===== config.mk =====
export PLATFORM = sky130hd
export DESIGN_NAME = adder_pipe_nbit
export DESIGN_NICKNAME = d
export VERILOG_FILES = /design/src/rtl/adder_pipe_nbit.sv
export SDC_FILE = /design/constraint.sdc
export NUM_CORES = 1
export LEC_CHECK = 0
export ABC_AREA = 0
export BUFFER_PORTS_ARGS = -buffer_cell sky130_fd_sc_hd__buf_2
export CORE_MARGIN = 2
export CORE_UTILIZATION = 54
export CTS_BUF_LIST = sky130_fd_sc_hd__clkbuf_4
export CTS_CLUSTER_DIAMETER = 50
export CTS_CLUSTER_SIZE = 12
export DETAILED_ROUTE_END_ITERATION = 12
export MAX_ROUTING_LAYER = met4
export PLACE_DENSITY = 0.79
export SLEW_MARGIN = 30
export SYNTH_ARGS = -nofsm -noshare
export SYNTH_HDL_FRONTEND = slang
export SYNTH_SLANG_ARGS = --single-unit

===== constraint.sdc =====
create_clock -name clk -period 2.8 [get_ports clk]
set_clock_uncertainty 0.15 [all_clocks]
set_input_delay 0.14 -clock clk [delete_from_list [all_inputs] [get_ports clk]]
set_output_delay 0.14 -clock clk [all_outputs]
set_load 0.03 [all_outputs]

===== src/rtl/adder_pipe_nbit.sv =====
// rtl/adder_pipe_nbit.sv - pipelined WIDTH-bit adder/subtractor, SEG bits per stage
//
// Purpose:
//   Adds a + (sub ? ~b : b) + c_in as a chain of SEG-bit ripple segments.
//   There is one register stage per segment, and the carry is registered between stages.
//   The last stage registers the result and the flags. Latency is STAGES = WIDTH/SEG cycles.
//   A single advance enable drives the whole pipeline, so a stalled output freezes every stage.
//
// Optional feature:
//   ADDER_PIPE_SAT_EN - when defined, a signed overflow clamps sum to the signed
//   limit selected by a[MSB]. ovf still reports 1 and c_out is unchanged.
//
// Ports:
//   clk, rst             rising-edge clock, asynchronous active-high reset
//   in_valid, in_ready   operand handshake (in_ready = !out_valid || out_ready)
//   a, b, c_in, sub      operands, carry-in, subtract select
//   out_valid, out_ready result handshake
//   sum, c_out           registered result and carry out of bit WIDTH-1
//   ovf, zero, neg       signed overflow, sum == 0, sum[WIDTH-1]

module adder_pipe_nbit #(
  parameter int WIDTH = 16,
  parameter int SEG   = 4
) (
  input  logic             clk,
  input  logic             rst,
  input  logic             in_valid,
  output logic             in_ready,
  input  logic [WIDTH-1:0] a,
  input  logic [WIDTH-1:0] b,
  input  logic             c_in,
  input  logic             sub,
  output logic             out_valid,
  input  logic             out_ready,
  output logic [WIDTH-1:0] sum,
  output logic             c_out,
  output logic             ovf,
  output logic             zero,
  output logic             neg
);

  localparam int STAGES = WIDTH / SEG;
  localparam int LAST   = STAGES - 1;

  logic             adv;
  logic [WIDTH-1:0] eff_b;

  assign adv      = !out_valid || out_ready;
  assign in_ready = adv;
  assign eff_b    = sub ? ~b : b;

  for (genvar k = 0; k < STAGES; k++) begin : g_stage
    // Operand bits still to be added enter this stage right-aligned, so the
    // segment for this stage is always bits [SEG-1:0] of ra/rb.
    localparam int REM = WIDTH - k * SEG;
    // Number of low sum bits that are known once this stage has added.
    localparam int LOW = (k + 1) * SEG;

    logic [REM-1:0] ra;
    logic [REM-1:0] rb;
    logic           rc;
    logic           rv;
    logic [LOW-1:0] nsum;
    logic [SEG:0]   seg;

    assign seg = {1'b0, ra[SEG-1:0]} + {1'b0, rb[SEG-1:0]} + {{SEG{1'b0}}, rc};

    if (k == 0) begin : g_src
      assign ra   = a;
      assign rb   = eff_b;
      assign rc   = c_in;
      assign rv   = in_valid;
      assign nsum = seg[SEG-1:0];
    end else begin : g_src
      assign ra   = g_stage[k-1].g_reg.sa;
      assign rb   = g_stage[k-1].g_reg.sb;
      assign rc   = g_stage[k-1].g_reg.sc;
      assign rv   = g_stage[k-1].g_reg.sv;
      assign nsum = {seg[SEG-1:0], g_stage[k-1].g_reg.ssum};
    end

    if (k < LAST) begin : g_reg
      // Only the operand bits above this segment travel forward. The MSB of
      // each operand rides along to the last stage for the overflow flag.
      logic [REM-SEG-1:0] sa;
      logic [REM-SEG-1:0] sb;
      logic [LOW-1:0]     ssum;
      logic               sc;
      logic               sv;

      always_ff @(posedge clk or posedge rst) begin
        if (rst) begin
          sv   <= 1'b0;
          sa   <= '0;
          sb   <= '0;
          ssum <= '0;
          sc   <= 1'b0;
        end else if (adv) begin
          sv   <= rv;
          sa   <= ra[REM-1:SEG];
          sb   <= rb[REM-1:SEG];
          ssum <= nsum;
          sc   <= seg[SEG];
        end
      end
    end else begin : g_out
      logic             ovf_n;
      logic [WIDTH-1:0] fsum;

      // Here ra[SEG-1] and rb[SEG-1] are a[MSB] and effective-b[MSB].
      assign ovf_n = (ra[SEG-1] == rb[SEG-1]) && (nsum[WIDTH-1] != ra[SEG-1]);

`ifdef ADDER_PIPE_SAT_EN
      // If both operands are positive, clamp to the largest positive value.
      // If both are negative, clamp to the most negative value.
      assign fsum = ovf_n ? (ra[SEG-1] ? {1'b1, {(WIDTH-1){1'b0}}}
                                       : {1'b0, {(WIDTH-1){1'b1}}})
                          : nsum;
`else
      assign fsum = nsum;
`endif

      always_ff @(posedge clk or posedge rst) begin
        if (rst) begin
          out_valid <= 1'b0;
          sum       <= '0;
          c_out     <= 1'b0;
          ovf       <= 1'b0;
          zero      <= 1'b0;
          neg       <= 1'b0;
        end else if (adv) begin
          out_valid <= rv;
          sum       <= fsum;
          c_out     <= seg[SEG];
          ovf       <= ovf_n;
          zero      <= (fsum == '0);
          neg       <= fsum[WIDTH-1];
        end
      end
    end
  end

endmodule


======== Yosys cells after proc, flatten, opt, wreduce, memory -nomap -nowiden ========
Cells that the tools add are included.
word-level totals
  bits in read-only memories .............. 0
  latch bits .............................. 0
  register bits ........................... 99
  input port bits ......................... 38
  word-level logic and storage cells ...... 37
  memories kept ........................... 0
  RAM bits ................................ 0
  output and inout bits ................... 22
cells by class
  shifts and indexed selects .............. 0
  order comparisons ....................... 0
  bitwise gates (word level) .............. 1
  add/sub/neg operators ................... 8
  multiply operators ...................... 0
  reductions and logical operators ........ 4
  equal/unequal tests ..................... 2
  div/mod/pow operators ................... 0
  mux-type cells .......................... 1
operators with widths
  kind                 count
  $add A4 B4 Y5        4
  $add A5 B1 Y5        4
  $logic_not A16 Y1    1
  $mux W16             1
  $not A16 Y16         1
  $eq A1 B1 Y1         1
  $logic_and A1 B1 Y1  1
  $logic_not A1 Y1     1
  $logic_or A1 B1 Y1   1
  $ne A1 B1 Y1         1

======== Logic depth before layout (Yosys ltp) ========
  depth after elaboration ................. 4
  mapped depth ............................ 10
  gate-level depth less buffers ........... 8

======== Worst setup path after synthesis ========
OpenSTA, ideal clock, no wires.
  path kind ............................... register to register
  from .................................... register g_stage[2].g_reg.sa[0]
  to ...................................... register zero
  data arrival time ....................... 1725 ps
  clock period less this slack ............ 1971 ps
  buffers on the path ..................... 0
  setup slack ............................. 829 ps
  data required time ...................... 2555 ps
  setup time .............................. 95 ps
  stages on the path, launching flop included .. 6
  cells stage by stage .................... dfrtp_1 -> fa_1 -> fa_1 -> nor4_1 -> nand4_1 -> o31ai_1
on the way
  longest elaborated chain between the ends .. 3
ends and longest elaborated chain
  what                      line  text
  start: declaration        85    logic [REM-SEG-1:0] sa;
  start signal: assignment  100   sa <= ra[REM-1:SEG];
  $add A4 B4 Y5             66    assign seg = {1'b0, ra[SEG-1:0]} + {1'b0, rb[SEG-1:0]} + {{SEG{1'b0}}, rc};
  $add A5 B1 Y5             66
  net g_stage[3].seg[1]     64    logic [SEG:0] seg;
  $logic_not A16 Y1         136   zero <= (fsum == '0);
  end signal: assignment    136
  end: declaration          38    output logic zero,
The timed path passes the listed nets, and every way through them passes these cells.
A chain may end at the register's enable or synchronous reset.

======== Final worst setup path ========
Same ends and word-level chain as after synthesis.

==> metrics.cfg <==
[timing]
finalSetupTns_ns=0
finalCritPeriodShare=0.772
rsz0062_at_grt=false
finalHoldViolations=0
fmaxAchievable_mhz=462
maxSlewHeadroom=0.380
setup_violations=0
drv_slew=0
tightestPinTransition_ns=0.931
post-route-min-period_ns=2.16

[logic_synthesis]
synth_adder_area_share=0.0709
ys_types=28
synthFlopType=dfrtp_1
synth_compound_area_frac=0.0592
synth_top_cell_area_share=0.560
yosysSeqAreaShare=0.560
ys_top_cells_by_area=dfrtp_1 (56%), nand2_1 (19%), fa_1 (3.7%)
async_flop_share=1.00
syn_inst=469
synth_fp_nets=527
synth_edf_count=0
synth.most_common_cell=nand2_1
synth_top_family_by_area=simple AND/OR/NAND/NOR gates
yosysTopAreaCell=dfrtp_1
ys_ff_latch=98
synthTopCellsByCount=nand2_1 (216), dfrtp_1 (98), o21ai_0 (26)
synthMuxAreaShare=0.00257
synth-simple-area-share=0.218
synthXorXnorAreaFrac=0.0420
syn_area_per_cell_um2=9.33
synth_warnings=0
syn_area_um2=4380

[cells_and_area]
nFillCells=633
fin_area_um2=5120
antennaDiodeCount=0
final_nets=607
drive_gt1_frac=0.153
area_delta_synth_final_pct=17.0

[floorplan]
die_h_um=94.0
ios=60
die_w_um=94.0
rows=32
dieArea_um2=8840
core-area_um2=7810
start_util=0.560

[place]
io_buffers=59
postPlaceCellArea_um2=4710
place_hpwl_mm=5.02
gp_congestion=0.747

[clocking]
clockBufferDepth=2
clock_sinks=98
worst_skew_pair.late_latency_ns=0.42
cts.clk_slew.worst_paths_ns=0.15
clock_tree.root_cell=clkbuf_4
postCtsSetupRepairBufs=0
cts_buffers=9
postCtsResizedCells=0
cts_tree=yes
h-tree-depth=3

[drt]
wire_per_inst_um=11.8
ant_nets=0
first_pass_iters=4
drt_iter0_markers=138
drc_errors=0
via_count=3203
via_per_inst=4.88
wl_mm=7.74

[power]
pwr-share-comb=0.417
netSwitchingFraction=0.414
power_switching_w=0.00215
ir_drop_mv=0.700
p_clk_frac=0.122
p_int_w=0.00305
p_per_area_nw_per_um2=1020
p_leak_nw=2.65
seq_power_share=0.462

[run]
maxCapViolations=0

[outcome]
status=finished clean

[critical_path]
crit_arrival_ns=2.35
path_class=register to register
cp_max_fo=2
critical_path_required_ns=2.99
start_kind=register
setup.worst_path.end_class=register
reg2reg_depth=5

[global_route]
grt_pass1_vias=3159
grt_pass1_wl_mm=13.4
grt_max_degree=99
overflow=0
grt.total_usage=0.196
antenna_found_initial=0

[worst_hold_path]
holdPathStages=3
min_path_type=input pin to register

-- power by group through the flow --
stage | combinational (W) | sequential (W) | clock [W]
after floorplan | 0.00144 | 0.00262 | 0
after global placement | 0.00206 | 0.00241 | 0
after detailed placement | 0.00215 | 0.00243 | 0
after CTS | 0.00219 | 0.00240 | 0.000648
after global routing | 0.00249 | 0.00248 | 0.000710
final | 0.00217 | 0.00240 | 0.000632
-- cell usage in the layout (no fill, tap or decap), types with 4 or more instances in the layout --
| cell | netlist | routed |
|---|---|---|
| nand2_1 | 216 | 216 |
| dfrtp_1 | 98 | 98 |
| buf_2 | 15 | 59 |
| dlygate4sd3_1 | 0 | 29 |
| o21ai_0 | 26 | 26 |
| inv_1 | 16 | 15 |
| xnor2_1 | 14 | 14 |
| nor2_1 | 12 | 12 |
| a21oi_1 | 12 | 12 |
| ha_1 | 12 | 12 |
| clkbuf_4 | 0 | 9 |
| fa_1 | 8 | 8 |
| xor2_1 | 7 | 7 |
| nor2b_1 | 4 | 4 |
| clkinvlp_4 | 0 | 4 |
| buf_4 | 4 | 4 |
-- logic make-up after synthesis --
logic type	Yosys count
compound gates	46
xor+xnor	21
fa+ha+maj	20
buf+inv	41
flops	98
mux	1
simple gates	242
-- path summary, 6_finish.rpt --
check,end,start,slack [ns]
setup reg to reg,zero,g_stage[2].g_reg.sa[0],0.64
max in group asynchronous,g_stage[0].g_reg.sa[6],rst,1.89
hold reg to reg,g_stage[2].g_reg.sv,g_stage[2].g_reg.sv,0.33
setup / recovery,zero,g_stage[2].g_reg.sa[0],0.64
min in group asynchronous,sum[13],rst,0.24
hold / removal,g_stage[0].g_reg.sb[11],sub,0.01
-- critical path, stage by stage, from the launching register on --
cell,delay (ns)
dfrtp_1,0.42
fa_1,0.48
fa_1,0.48
nor4_1,0.17
nand4_1,0.14
o31ai_1,0.24
-- per-layer routing --
layer,track usage,wire (um),part of all wire,up-vias
met5,-,0,0,-
met1,0.247,3690,0.48,1502
li1,-,-,-,1626
met3,0.0289,202,0.026,15
met2,0.320,3690,0.48,60
met4,0.0833,152,0.020,0
-- flip-flops by register name (all words and copies together) (netlist names) --
register,count
g_stage.g_reg.sv,3
g_stage.g_reg.ssum,24
c_out,1
zero,1
g_stage.g_reg.sc,3
sum,16
g_stage.g_reg.sb,24
ovf,1
g_stage.g_reg.sa,24
out_valid,1
-- final cells by class --
type / count / area (um^2) / area share
flip-flops and latches: 98 / 2450 / 0.479
multi-input cells: 330 / 1720 / 0.336
repair buffers: 93 / 636 / 0.124
clock inverters: 7 / 46.3 / 0.00905
clock buffers: 9 / 67.6 / 0.0132
inverters: 17 / 70.1 / 0.0137
well taps: 102 / 128 / 0.0249
-- per-stage QoR --
| stage | utilization | hold WS [ns] | power (W) | setup slack, ns | cells |
|---|---|---|---|---|---|
| detailed placement | 0.604 | 0.176 | 0.00459 | 0.707 | 611 |
| global route | 0.655 | 0.0217 | 0.00568 | 0.524 | 656 |
| floorplan | - | 0.102 | 0.00406 | 0.829 | 469 |
| global placement | 0.604 | 0.172 | 0.00447 | 0.771 | 611 |
| finish | 0.655 | 0.0137 | 0.00520 | 0.637 | 656 |
| CTS | 0.655 | 0.000500 | 0.00524 | 0.618 | 656 |
-- repair_timing --
action                                 4_1_cts  5_1_grt
endpoints found under the hold margin      125        0
setup endpoints to repair                    0        0
hold buffers                                29        0
(Power assumes the default switching activity.)
